<file path="src/rtl/multicycle_control_fsm.sv">
// Multi-cycle control FSM (IF/ID/EX/MEM/WB) for a shared-datapath RV32 core, with
// memory handshake timeout, ECALL halt detection and cycle/retire counters.
module multicycle_control_fsm #(
  parameter int          CNT_W       = 32,
  parameter int          MEM_TIMEOUT = 255,
  parameter logic [31:0] HALT_A7_VAL = 32'd10
) (
  input  logic             clk,
  input  logic             reset,
  input  logic [6:0]       opcode,
  input  logic [31:0]      rf_x17,
  input  logic             bcond,
  input  logic             mem_ready,
  output logic             mem_req,
  output logic             mem_we,
  output logic             i_or_d,
  output logic             ir_write,
  output logic             pc_write,
  output logic [1:0]       pc_source,
  output logic             alu_src_a,
  output logic [1:0]       alu_src_b,
  output logic [1:0]       alu_op_sel,
  output logic             reg_write,
  output logic [1:0]       wb_sel,
  output logic [2:0]       state,
  output logic             is_halted,
  output logic             mem_fault,
  output logic [CNT_W-1:0] cycle_cnt,
  output logic [CNT_W-1:0] instret_cnt
);

  localparam int WAIT_W = $clog2(MEM_TIMEOUT + 1);

  localparam logic [2:0] S_IF    = 3'd0;
  localparam logic [2:0] S_ID    = 3'd1;
  localparam logic [2:0] S_EX    = 3'd2;
  localparam logic [2:0] S_MEM   = 3'd3;
  localparam logic [2:0] S_WB    = 3'd4;
  localparam logic [2:0] S_HALT  = 3'd5;
  localparam logic [2:0] S_FAULT = 3'd6;

  localparam logic [6:0] OP_R    = 7'b0110011;
  localparam logic [6:0] OP_I    = 7'b0010011;
  localparam logic [6:0] OP_LD   = 7'b0000011;
  localparam logic [6:0] OP_ST   = 7'b0100011;
  localparam logic [6:0] OP_BR   = 7'b1100011;
  localparam logic [6:0] OP_JAL  = 7'b1101111;
  localparam logic [6:0] OP_JALR = 7'b1100111;
  localparam logic [6:0] OP_SYS  = 7'b1110011;

  logic [2:0]        state_q, state_next;
  logic [WAIT_W-1:0] wait_cnt;
  logic              mem_wait, timeout;

  // Handshake: mem_req and its qualifiers (mem_we, i_or_d) stay constant for as long as the
  // FSM sits in IF or MEM; mem_ready only matters while mem_req=1, and ready in the first
  // request cycle completes the access with no extra wait.
  always_comb begin
    state_next = state_q;
    mem_req    = 1'b0;
    mem_we     = 1'b0;
    i_or_d     = 1'b0;
    ir_write   = 1'b0;
    pc_write   = 1'b0;
    pc_source  = 2'd0;
    alu_src_a  = 1'b0;
    alu_src_b  = 2'd0;
    alu_op_sel = 2'd0;
    reg_write  = 1'b0;
    wb_sel     = 2'd0;
    if (reset) begin
      case (state_q)
        S_IF: begin
          mem_req = 1'b1;
          if (mem_ready) begin
            ir_write   = 1'b1;
            state_next = S_ID;
          end
        end
        S_ID: begin
          alu_src_b = 2'd1;
          case (opcode)
            OP_R, OP_I, OP_LD, OP_ST, OP_BR, OP_JAL, OP_JALR: state_next = S_EX;
            OP_SYS: begin
              if (rf_x17 == HALT_A7_VAL) begin
                state_next = S_HALT;
              end else begin
                pc_write   = 1'b1;
                pc_source  = 2'd2;
                state_next = S_IF;
              end
            end
            default: state_next = S_FAULT;
          endcase
        end
        S_EX: begin
          case (opcode)
            OP_R, OP_I: begin
              alu_src_a  = 1'b1;
              alu_src_b  = (opcode == OP_I) ? 2'd1 : 2'd0;
              alu_op_sel = 2'd1;
              state_next = S_WB;
            end
            OP_LD, OP_ST: begin
              alu_src_a  = 1'b1;
              alu_src_b  = 2'd1;
              state_next = S_MEM;
            end
            OP_BR: begin
              alu_src_a  = 1'b1;
              alu_op_sel = 2'd2;
              pc_write   = 1'b1;
              pc_source  = bcond ? 2'd1 : 2'd2;
              state_next = S_IF;
            end
            OP_JAL: begin
              reg_write  = 1'b1;
              wb_sel     = 2'd2;
              pc_write   = 1'b1;
              pc_source  = 2'd1;
              state_next = S_IF;
            end
            OP_JALR: begin
              alu_src_a  = 1'b1;
              alu_src_b  = 2'd1;
              reg_write  = 1'b1;
              wb_sel     = 2'd2;
              pc_write   = 1'b1;
              state_next = S_IF;
            end
            default: state_next = S_FAULT;
          endcase
        end
        S_MEM: begin
          mem_req = 1'b1;
          i_or_d  = 1'b1;
          mem_we  = (opcode == OP_ST);
          if (mem_ready) begin
            if (opcode == OP_LD) begin
              state_next = S_WB;
            end else begin
              pc_write   = 1'b1;
              pc_source  = 2'd2;
              state_next = S_IF;
            end
          end
        end
        S_WB: begin
          reg_write  = 1'b1;
          wb_sel     = (opcode == OP_LD) ? 2'd1 : 2'd0;
          pc_write   = 1'b1;
          pc_source  = 2'd2;
          state_next = S_IF;
        end
        default: state_next = state_q;
      endcase
    end
    mem_wait = mem_req & ~mem_ready;
    timeout  = mem_wait && (wait_cnt == WAIT_W'(MEM_TIMEOUT));
    if (timeout) state_next = S_FAULT;
  end

  always_ff @(posedge clk or negedge reset) begin
    if (!reset) begin
      state_q     <= S_IF;
      wait_cnt    <= '0;
      is_halted   <= 1'b0;
      mem_fault   <= 1'b0;
      cycle_cnt   <= '0;
      instret_cnt <= '0;
    end else begin
      state_q   <= state_next;
      // Consecutive stall cycles only; any completion or state change restarts the count.
      wait_cnt  <= (mem_wait && state_next == state_q) ? wait_cnt + 1'b1 : '0;
      is_halted <= is_halted | (state_next == S_HALT);
      mem_fault <= mem_fault | (state_next == S_FAULT);
      if (state_q <= S_WB) cycle_cnt <= cycle_cnt + 1'b1;
      if (pc_write) instret_cnt <= instret_cnt + 1'b1;
    end
  end

  assign state = state_q;

endmodule

</file>
<file path="config.mk">
export PLATFORM = sky130hd
export DESIGN_NAME = multicycle_control_fsm
export DESIGN_NICKNAME = d
export VERILOG_FILES = /design/src/rtl/multicycle_control_fsm.sv
export SDC_FILE = /design/constraint.sdc
export NUM_CORES = 1
export LEC_CHECK = 0
export ABC_AREA = 1
export CORE_MARGIN = 3
export CORE_UTILIZATION = 32
export DETAILED_ROUTE_END_ITERATION = 8
export DONT_BUFFER_PORTS = 1
export GPL_ROUTABILITY_DRIVEN = 0
export PLACE_DENSITY = 0.56
export SETUP_SLACK_MARGIN = 0.1
export SLEW_MARGIN = 20
export SYNTH_ARGS = -nofsm -noshare
export SYNTH_HDL_FRONTEND = slang
export SYNTH_SLANG_ARGS = --single-unit
</file>
<file path="constraint.sdc">
create_clock -name clk -period 2.69 [get_ports clk]
set_input_delay 0.1345 -clock clk [delete_from_list [all_inputs] [get_ports clk]]
set_output_delay 0.1345 -clock clk [all_outputs]
set_load 0.02 [all_outputs]
</file>
**Word level (Yosys, flattened, before mapping)**

Index checks and enable logic that the tools add are counted.

- Latch bits: 0
- Output and inout port bits: 84
- Logic and storage cells: 93
- Bits in registers: 77
- Memory bits (writable): 0
- Memories: 0
- ROM bits: 0
- Input bits: 43

- Add/sub/neg operators: 3
- Shifts and indexed selects: 0
- Bitwise gates (word level): 4
- Order comparisons: 1
- Equal/unequal tests: 17
- Divide/modulo/power cells: 0
- Mux-type cells: 51
- Multiply operators: 0
- Reduce and logical (&&, ||, !) cells: 11

Operator list:

| operator | count |
|---|---|
| adder 32 x 1 -> 32 bit, second input constant | 2 |
| equality test 32 x 4 -> 1 bit, second input constant | 1 |
| equality test 7 bit, second input constant | 4 |
| 2-to-1 mux 1 bit | 23 |
| 2-to-1 mux 2 bit | 10 |
| 2-to-1 mux 3 bit | 6 |
| case mux 3 bit (5 select lines) | 1 |
| equality test 7 x 6 -> 1 bit, second input constant | 2 |
| case mux 2 bit (2 select lines) | 3 |
| equality test 3 bit, second input constant | 3 |
| case mux 3 bit (3 select lines) | 1 |
| adder 8 x 1 -> 8 bit, second input constant | 1 |
| equality test 8 bit, second input constant | 1 |
| 2-to-1 mux 8 bit | 1 |
| case mux 2 bit (4 select lines) | 1 |
| OR reduction 2 bit | 4 |
| equality test 7 x 2 -> 1 bit, second input constant | 1 |
| equality test 7 x 5 -> 1 bit, second input constant | 1 |
| OR reduction 7 bit | 1 |
| equality test 3 x 2 -> 1 bit, second input constant | 2 |
| case mux 1 bit (2 select lines) | 3 |
| case mux 3 bit (2 select lines) | 1 |
| OR reduction 3 bit | 2 |
| OR reduction 6 bit | 1 |
| 9 further kinds | 11 |

**Longest topological paths before layout**

- Depth in word-level cells: 10
- Mapped depth: 15

**Worst setup path before layout**

OpenSTA, ideal clock, no wires.

- Path kind: register to register
- Start: register cycle_cnt[0]
- End: register cycle_cnt[22]
- Library setup time: 122 ps
- Path slack: 869 ps
- Arrival: 1699 ps
- Buffers on the path: 0
- Required time: 2568 ps
- Stages on the path, launching flop included: 10
- Period minus slack after synthesis: 1821 ps
- Cell sequence: dfrtp_1 ha_1 nand3_1 nor2_2 nand4_2 nor2_2 nand4_2 inv_1 nand2_1 xor2_1

- Cells in the longest elaborated chain, start to end: 1

RTL lines:

| element | line | source |
|---|---|---|
| start: declaration | 28 | `output logic [CNT_W-1:0] cycle_cnt,` |
| start signal: assignment | 177 | `if (state_q <= S_WB) cycle_cnt <= cycle_cnt + 1'b1;` |
| adder 32 x 1 -> 32 bit | 177 |  |

No other way between the ends.
A chain may end at the register's enable or synchronous reset.

**Worst setup path in the final report**

- Start: register state_q[2], in the netlist state[2]
- End: output port pc_write

- Cells in the longest elaborated chain, start to end: 3

RTL lines:

| element | line | source |
|---|---|---|
| start: declaration | 51 | `logic [2:0] state_q, state_next;` |
| start signal: assignment | 172 | `state_q <= state_next;` |
| equality test 3 bit, or another cell as far along | 72 | `case (state_q)` |
| case mux 1 bit (4 select lines) * | 72 |  |
| 2-to-1 mux 1 bit * | 71 | `if (reset) begin` |
| end: declaration | 18 | `output logic pc_write,` |

Mark *: on every way between the ends. The rest lies on a longest branch, timed or not.

==> out/metrics.yaml <==
global_route:
  grt-ovfl-total: 0
  grt_max_degree: 111
  gr-usage-all-layers_pct: 15.72
  grt_pass1_vias: 4424
  grt_pass1_wl_mm: 22.87
  antenna_found_initial: 0
sta:
  setup_tns_ns: 0
  setup_viol_count_final: 0
  timing_max_transition_violations_final: 0
  final_hold_viol_count: 0
  finalCritPeriodShare_pct: 86.49
  skew_ns: 0.006670
  hold_ws_ns: 0.04125
  period_needed_ns: 2.327
  rsz0062_at_grt: "no"
  slew_headroom_pct: 53.11
  tightest_slew_ns: 0.6961
  fmax_mhz: 429.8
min_path:
  min_path_type: "input pin to flip-flop"
  min_from: "reset"
clock_tree:
  insertion_delay_ns: 0.35
  clk_path_buf_depth: 2
  htreeDepth: 3
  cts.clk_slew.worst_paths_ns: 0.06
  root_buffer: "clkbuf_16"
  cts.repair.resized: 0
  cts_sinks: 77
  cts_buffers: 9
  cts_tree: "yes"
outcome:
  status: "finished, final reports clean"
synthesis:
  synthesis.area_um2: 5228
  synth_xor_area_share_pct: 10.56
  synthMuxAreaShare_pct: 0
  synth-adder-area-share_pct: 0.7180
  synth_cells: 748
  synth_top_family_by_area: "simple AND/OR/NAND/NOR gates"
  synth-edff-count: 0
  syn_nets: 794
  synthSimpleGateAreaFrac_pct: 41.12
  syn_avg_cell_area_um2: 6.989
  ys_warn_count: 0
  synth_compound_area_share_pct: 2.178
  yosysSeqAreaShare_pct: 36.86
  ys_seq_elements: 77
  async_reset_ff_share_pct: 100.0
  synthDistinctLibCells: 38
  ys.flop_type: "dfrtp_1"
setup_path:
  critPathKind: "flip-flop to output port"
  r2r-start: "state[0]$_DFF_PN0_"
  cp_data_required_time_ns: 2.56
  cp-start-kind: "flip-flop"
  crit_fanout: 33
  end_kind: "output port"
  crit_arrival_ns: 2.19
  critPathLaunch: "state[2]$_DFF_PN0_"
layout:
  syn_to_final_growth_pct: 11.90
  antennaDiodeCount: 0
  drive_gt1_share_pct: 6.842
  num-nets-final: 801
floorplan:
  die-area_um2: 17910
  core_area_um2: 15940
  fp.dieW_um: 133.8
  ios: 127
  rows: 46
  die_height_um: 133.8
  initial_core_util_pct: 32.79
detailed_routing:
  drt-wirelength-per-cell_um: 14.35
  drcViolationCount: 0
  drt_pass1_iterations: 4
  ant_nets: 0
  first_iter_violations: 220
  wl_mm: 14.01
  viasPerCell: 4.745
  num_vias: 4631
place:
  port_buffers: 0
  dp_hpwl_mm: 10.64
pwr:
  power_leakage_nw: 2.728
  powerDensity_nw_per_um2: 660.7
  vdd_drop_max_uv: 319.2
flow_run:
  cap_violations: 0
synth_stat cells, drive strengths merged, types with 2 or more instances:
cell / number / area [µm²]
a21oi: 3 / 18.77
and2: 2 / 12.51
buf: 9 / 63.81
clkbuf: 4 / 15.01
dfrtp: 77 / 1927
ha: 3 / 37.54
inv: 96 / 365.3
nand2: 219 / 844.6
nand3: 64 / 340.3
nand3b: 5 / 50.05
nand4: 24 / 162.7
nor2: 111 / 449.2
nor3: 39 / 216.5
nor3b: 4 / 30.03
nor4: 6 / 37.54
o21ai: 15 / 75.07
xnor2: 20 / 175.2
xor2: 43 / 376.6
worst paths after layout:
check	endpoint	slack [ns]	depth (start not counted)
max in group asynchronous	cycle_cnt[24]$_DFFE_PN0P_	1.89	2
setup reg to reg	wait_cnt[3]$_DFF_PN0_	0.61	9
hold reg to reg	wait_cnt[0]$_DFF_PN0_	0.46	1
hold / removal	state[2]$_DFF_PN0_	0.04	3
min in group asynchronous	instret_cnt[20]$_DFFE_PN0P_	0.36	2
setup / recovery	pc_write	0.36	7
cell usage in the layout, fill, tap and decap left out, types with 3 or more instances in the layout:
master and instances:
nand4_1 22, nand3_2 4, nand2_1 214, ha_1 3
nand2_2 3, nand3_1 60, o21ai_0 14, nor2_1 102
nand3b_1 4, xor2_1 43, buf_4 7, nor3b_1 4
nor4_1 6, inv_1 93, nor3_1 36, clkbuf_16 9
dfrtp_1 77, nor2_2 7, bufinv_16 3, xnor2_1 20
repair_timing:
| item | 4_1_cts | 5_1_grt |
|---|---|---|
| endpoints found under the hold margin | 110 | 0 |
| endpoints found under the setup margin | 0 | 0 |
| hold buffers | 2 | 0 |
| buffers inserted | 0 | 0 |
power breakdown:
part / leakage (nW) / switching, mW / internal (mW)
logic: 1.52 / 0.639 / 0.255
registers: 1.04 / 0.321 / 1.26
clock network: 0.163 / 0.487 / 0.906
total: 2.73 / 1.45 / 2.42
worst max-delay path, cell delays in order (launching register included):
cell	delay, ns
dfrtp_1	0.58
inv_2	0.13
nand3_2	0.14
inv_1	0.08
a31oi_2	0.24
nand3_2	0.14
nand2_4	0.31
inv_1	0.22
per-layer routing:
layer,vias up,share of wire [%],global-route usage (%)
li1,2376,-,-
met1,2140,44,19.82
met2,99,47,25.32
met3,16,7.2,5.776
met4,0,1.5,4.629
met5,-,0,0
sequential cells by signal, summed over array words and instances (netlist names):
register and cells:
cycle_cnt 32, instret_cnt 32, wait_cnt 8, state 3, is_halted 1, mem_fault 1
cell type report:
type / count / area (µm²)
clock inverter: 6 / 111.4
tap: 216 / 270.3
inverter: 96 / 365.4
fill: 1715 / 10090
clock buffer: 10 / 229.0
multi-input combinational: 562 / 2856
sequential: 77 / 1927
timing repair buffer: 9 / 90.09
through the flow:
step / instances / power (mW) / area [µm²] / worst slack [ns] / utilization [%]
floorplan: 748 / 2.265 / 5228 / 0.8688 / -
global placement: 958 / 2.461 / 5472 / 0.6334 / 34.32
detailed placement: 958 / 2.471 / 5472 / 0.5976 / 34.32
CTS: 976 / 3.925 / 5849 / 0.3353 / 36.69
global route: 976 / 4.102 / 5849 / 0.1986 / 36.69
finish: 976 / 3.865 / 5849 / 0.3634 / 36.69
kinds of logic (layout without fill, tap and decap cells):
family	after synthesis	in the layout
AOI/OAI and AO/OA	20	20
adders and majority gates	3	3
xor gates and xnor gates	63	63
other	1	1
DFF	77	77
and+or+nand+nor	475	475
buffers and inverters	109	121
(Power assumes the default switching activity.)
